**config.mk**
```make
export PLATFORM = sky130hd
export DESIGN_NAME = vc_traffic_gen
export DESIGN_NICKNAME = d
export VERILOG_FILES = /design/src/rtl/vc_traffic_gen.sv
export SDC_FILE = /design/constraint.sdc
export NUM_CORES = 1
export LEC_CHECK = 0
export BUFFER_PORTS_ARGS = -buffer_cell sky130_fd_sc_hd__buf_2
export CAP_MARGIN = 0
export CORE_MARGIN = 2
export CORE_UTILIZATION = 55
export DETAILED_ROUTE_END_ITERATION = 6
export GPL_ROUTABILITY_DRIVEN = 1
export PLACE_DENSITY = 0.76
export SYNTH_ARGS = -nofsm -noshare
export SYNTH_HDL_FRONTEND = slang
export SYNTH_SLANG_ARGS = --single-unit
```
**constraint.sdc**
```tcl
create_clock -name clk -period 3.4 [get_ports clk]
set_clock_uncertainty 0.05 [all_clocks]
set_input_delay 0.68 -clock clk [delete_from_list [all_inputs] [get_ports clk]]
set_output_delay 0.68 -clock clk [all_outputs]
set_load 0.01 [all_outputs]
```
**src/rtl/vc_traffic_gen.sv**
```systemverilog
// vc_traffic_gen: LFSR-driven per-channel packet request generator with a single-grant beat engine.
// Define VC_TRAFFIC_GEN_STATS_EN to add pkt_count, a saturating per-channel completed-packet counter.
//   state  | meaning
//   IDLE   | no packet pending, may request when enabled
//   REQ    | packet latched, o_has_packet high, waiting for cts
//   XFER   | sending beats, beat counter runs down from latched length
module vc_traffic_gen #(
  parameter int unsigned VC_NUM      = 3,
  parameter int unsigned PRIO_NUM    = 2,
  parameter int unsigned OUTPUT_NUM  = 8,
  parameter int unsigned MAX_PKT_LEN = 8,
  parameter logic [31:0] LFSR_SEED   = 32'hACE1_5EED,
  localparam int unsigned N  = VC_NUM * PRIO_NUM,
  localparam int unsigned LO = (OUTPUT_NUM > 1) ? $clog2(OUTPUT_NUM) : 1,
  localparam int unsigned LV = (N > 1) ? $clog2(N) : 1
) (
  input  logic            clk,
  input  logic            reset,
  input  logic            enable,
  input  logic [7:0]      load,
  input  logic            fixed_vcs_enable,
  input  logic [N-1:0]    fixed_vcs,
  input  logic            same_vc,
  input  logic [LV-1:0]   selected_vc,
  input  logic            cts,
  output logic [N-1:0]    o_has_packet,
  output logic [N*LO-1:0] dest_o,
  output logic [N*LV-1:0] output_vc_o,
  output logic            beat_valid,
  output logic            last,
  output logic [LV-1:0]   xfer_vc
`ifdef VC_TRAFFIC_GEN_STATS_EN
  ,
  output logic [N*16-1:0] pkt_count
`endif
);

  localparam logic [1:0] S_IDLE = 2'd0;
  localparam logic [1:0] S_REQ  = 2'd1;
  localparam logic [1:0] S_XFER = 2'd2;

  logic [31:0]   lfsr_q, lfsr_d;
  logic [1:0]    state_q [N];
  logic [1:0]    state_d [N];
  logic [LO-1:0] dest_q  [N];
  logic [LO-1:0] dest_d  [N];
  logic [LV-1:0] ovc_q   [N];
  logic [LV-1:0] ovc_d   [N];
  logic [4:0]    len_q   [N];
  logic [4:0]    len_d   [N];
  logic [4:0]    beat_q, beat_d;

  logic          xfer_any;
  logic [LV-1:0] xfer_idx;
  logic          grant_ok;
  logic [LO-1:0] dest_new;
  logic [LV-1:0] ovc_rand;
  logic [4:0]    len_new;

  assign dest_new = LO'(32'(lfsr_q[15:8]) % OUTPUT_NUM);
  assign ovc_rand = LV'(32'(lfsr_q[23:16]) % N);
  assign len_new  = 5'(32'd1 + (32'(lfsr_q[27:24]) % MAX_PKT_LEN));

  // At most one channel can be in XFER, so a plain scan yields its index.
  always_comb begin
    xfer_any = 1'b0;
    xfer_idx = '0;
    for (int i = 0; i < N; i++) begin
      if (state_q[i] == S_XFER) begin
        xfer_any = 1'b1;
        xfer_idx = LV'(i);
      end
    end
  end

  assign grant_ok = cts && !xfer_any && (32'(selected_vc) < N);

  always_comb begin
    lfsr_d = {lfsr_q[30:0], lfsr_q[31] ^ lfsr_q[21] ^ lfsr_q[1] ^ lfsr_q[0]};
    beat_d = beat_q;
    for (int i = 0; i < N; i++) begin
      state_d[i] = state_q[i];
      dest_d[i]  = dest_q[i];
      ovc_d[i]   = ovc_q[i];
      len_d[i]   = len_q[i];
      case (state_q[i])
        S_IDLE: begin
          if (enable && (fixed_vcs_enable ? fixed_vcs[i]
                                          : ((lfsr_q[7:0] ^ 8'(i * 37)) < load))) begin
            state_d[i] = S_REQ;
            dest_d[i]  = dest_new;
            ovc_d[i]   = same_vc ? LV'(i) : ovc_rand;
            len_d[i]   = len_new;
          end
        end
        S_REQ: begin
          if (grant_ok && (selected_vc == LV'(i))) begin
            state_d[i] = S_XFER;
            beat_d     = len_q[i];
          end
        end
        S_XFER: begin
          if (beat_q == 5'd1) state_d[i] = S_IDLE;
          beat_d = beat_q - 5'd1;
        end
        default: state_d[i] = S_IDLE;
      endcase
    end
  end

  always_ff @(posedge clk) begin
    if (reset) begin
      lfsr_q <= LFSR_SEED;
      beat_q <= '0;
      for (int i = 0; i < N; i++) begin
        state_q[i] <= S_IDLE;
        dest_q[i]  <= '0;
        ovc_q[i]   <= '0;
        len_q[i]   <= '0;
      end
    end else begin
      lfsr_q <= lfsr_d;
      beat_q <= beat_d;
      for (int i = 0; i < N; i++) begin
        state_q[i] <= state_d[i];
        dest_q[i]  <= dest_d[i];
        ovc_q[i]   <= ovc_d[i];
        len_q[i]   <= len_d[i];
      end
    end
  end

  always_comb begin
    o_has_packet = '0;
    dest_o       = '0;
    output_vc_o  = '0;
    for (int i = 0; i < N; i++) begin
      o_has_packet[i]         = (state_q[i] != S_IDLE);
      dest_o[i*LO +: LO]      = dest_q[i];
      output_vc_o[i*LV +: LV] = ovc_q[i];
    end
  end

  assign beat_valid = xfer_any;
  assign xfer_vc    = xfer_idx;
  assign last       = xfer_any && (beat_q == 5'd1);

`ifdef VC_TRAFFIC_GEN_STATS_EN
  logic [15:0] cnt_q [N];

  always_ff @(posedge clk) begin
    if (reset) begin
      for (int i = 0; i < N; i++) cnt_q[i] <= '0;
    end else begin
      for (int i = 0; i < N; i++) begin
        if (last && (xfer_idx == LV'(i)) && (cnt_q[i] != 16'hFFFF)) cnt_q[i] <= cnt_q[i] + 16'd1;
      end
    end
  end

  always_comb begin
    pkt_count = '0;
    for (int i = 0; i < N; i++) pkt_count[i*16 +: 16] = cnt_q[i];
  end
`endif

endmodule
```
==> run metrics <==
status complete, no violations; Worst Max-Slew Pin Slew approximately 840 ps; Final nets 822; H-tree Lvls 3; Final Slew Violations 0; post-cts hold buffer count 0; initial cell density of the core 55.9%; area delta synth->final 11.6%; Die H 109 um; FF-to-FF setup slack around 310 ps; FF-to-FF Start state_q[5][0]; clock power share 25.4%; power share of the combinational group between 20% and 30%; Gate Count Post-Synth around 700; aggregate global-route resource usage between 20% and 30%; RSZ-0062 raised after global routing no; Synth Net Count around 760; I/O Pins 70; # setup viols final 0; Post-synth EDFFs 0; most frequent cells in the layout dfxtp_1 (109), nor2_1 (80), buf_2 (69); Crit Path Max Fanout 12; internal power 2.07 mW; row count 38; most common cell after layout, fill and taps aside dfxtp_1; Critical Path Sink last; pin count of the biggest net entering global routing 72; CTS root buf clkbuf_8; Reg2Reg Capture Point beat_q[3]; Mean Syn Cell Area ~8.6 um^2; clk slew on worst S/H paths about 100 ps; share of cells above drive strength 1 17.3%; post-synthesis async set-or-reset flop share 0%; Leak 3.09 nW; post-synth cell types 72; NetSw 1.11 mW; vias in the first global route 5160; total gr overflow 0; CTS Buf Count 9; drt via density just under 6; CP Data Arrival Time 2400 ps; CP startpoint kind register; MaxCap Viol Count 0; die area between 10000 and 15000 um^2; initial antenna violation count 0; DR pass1 iterations 6; Hold Vio Cnt, Final 0; Residual DRC 0; Place WS 323 ps; synth warn 0; post-layout minimum cycle time 3130 ps; sequential-to-total area share from yosys stat 36.3%; Flop pwr share 46.1%; Critical Path RT 2670 ps; area of the core roughly 11000 um^2; Main synth FF type dfxtp_1; CTS tree built; Peak Freq roughly 0.32 GHz; Setup crit end kind output pin; VDD IR-drop max 0.336 mV; Relative slew margins 42.3%; clk sink count 109; Sw Ratio 34.9%; Longest Clk Path Bufs 2; PwrDens 474 nW/um^2; crit path kind register to output pin; Tcrit/Tclk final just over 90%; global-route wire length before repair 25300 um; Clock Latency Late Sink between 300 and 400 ps; post-detail-place hpwl 11400 um; #FFs+latches synth 109; initial drt markers 534; Die X 109 um; wire per inst between 15 and 20 um; HP Class register to register; postcts setup bufs 0; via count around 5.3k; Final GP Congestion 0.914; Critical Path Source state_q[5][0]; setup TNS 0 ps; final setup margin about 270 ps; Post-CTS Resized 0; port bufs 69; antenna cell count 0; number of routed nets with antenna violations 0; Post-Syn Area 6010 um^2; drt total wl 15500 um; Worst R2R Path Depth 9
## how the worst min path moves through the flow
stage               start         end  slack [ps]  cells after the start
4_1_cts        lfsr_q[28]  lfsr_q[29]         370                      1
6_report       lfsr_q[28]  lfsr_q[29]         370                      1
2_1_floorplan  lfsr_q[11]  lfsr_q[12]         340                      1
3_5_place_dp   lfsr_q[28]  lfsr_q[29]         340                      1
5_1_grt        lfsr_q[13]  lfsr_q[14]         390                      1
3_3_place_gp   lfsr_q[28]  lfsr_q[29]         340                      1
## layout make-up
| type | count | area [um^2] |
|---|---|---|
| flip-flops and latches | 109 | 2180 |
| clock inverters | 6 | 68.8 |
| well taps | 140 | 175 |
| multi-input cells | 501 | 3460 |
| repair buffers | 87 | 480 |
| fillers | 942 | 4040 |
| clock buffers | 10 | 138 |
| inverters | 55 | 206 |
## power by group through the flow
| stage | Sequential [mW] | Clock, mW | Combinational (mW) |
|---|---|---|---|
| 2_1_floorplan | 1.48 | 0 | 0.624 |
| 3_3_place_gp | 1.49 | 0 | 0.879 |
| 3_5_place_dp | 1.49 | 0 | 0.898 |
| 4_1_cts | 1.46 | 0.818 | 0.903 |
| 5_1_grt | 1.48 | 0.866 | 1.00 |
| 6_report | 1.46 | 0.808 | 0.908 |
## through the flow
| step | instance area [um^2] | power [mW] | instances | hold slack, ps | utilization [%] |
|---|---|---|---|---|---|
| detailed placement | 6500 | 2.39 | 892 | 345 | 60.5 |
| finish | 6710 | 3.18 | 908 | 370 | 62.4 |
| global placement | 6500 | 2.37 | 892 | 344 | 60.5 |
| global route | 6710 | 3.35 | 908 | 389 | 62.4 |
| CTS | 6710 | 3.18 | 908 | 371 | 62.4 |
| floorplan | 6010 | 2.11 | 703 | 339 | - |
## synthesized netlist by cell type (all sizes together), types with 4 or more instances
cell type | instances | share of area (%)
o31ai | 4 | 0.50
nor3 | 11 | 0.92
and3 | 5 | 0.52
nor2b | 19 | 2.0
a211o | 5 | 0.73
nand3 | 8 | 0.67
or3 | 6 | 0.62
mux2i | 54 | 9.0
a21oi | 29 | 2.4
clkbuf | 28 | 1.7
nand4 | 5 | 0.52
or2 | 22 | 2.3
or4 | 4 | 0.56
nand3b | 12 | 1.5
a311oi | 4 | 0.69
inv | 55 | 3.4
nor2 | 80 | 5.0
buf | 10 | 1.0
a211oi | 13 | 1.7
nand2 | 39 | 2.4
o21ai | 33 | 2.7
a221oi | 10 | 1.5
nand2b | 17 | 1.8
and2 | 4 | 0.42
dfxtp | 109 | 36
a21o | 7 | 0.87
o211ai | 5 | 0.62
a31oi | 5 | 0.52
ha | 36 | 7.5
xor2 | 5 | 0.73
a22oi | 5 | 0.62
## kinds of logic (layout without fill, tap and decap cells)
logic type	count (synthesis)	count (layout)	share of synthesized area (%)
and+or+nand+nor	244	244	21.3
AOI/OAI and AO/OA	158	158	18.4
buffers and inverters	93	158	6.20
DFF	109	109	36.3
muxes	55	55	9.18
xor gates and xnor gates	8	8	1.17
adders and majority gates	36	36	7.49
## registers in the layout, summed over array words and instances (netlist names)
register,cells
len_q,24
beat_q,5
lfsr_q,32
ovc_q,18
dest_q,18
state_q,12
## critical path: stages, from the launching register on
cell and delay [ps]:
dfxtp_1 370, inv_1 70, ha_1 290, or4_4 630, or3_1 370, nor2b_1 140
buf_2 150
## routing by layer
layer	global-route usage (%)	wire, um
met5	0	0
met4	10.4	413
met3	5.12	969
met2	44.6	6990
met1	35.9	7100
(Power assumes the default switching activity.)
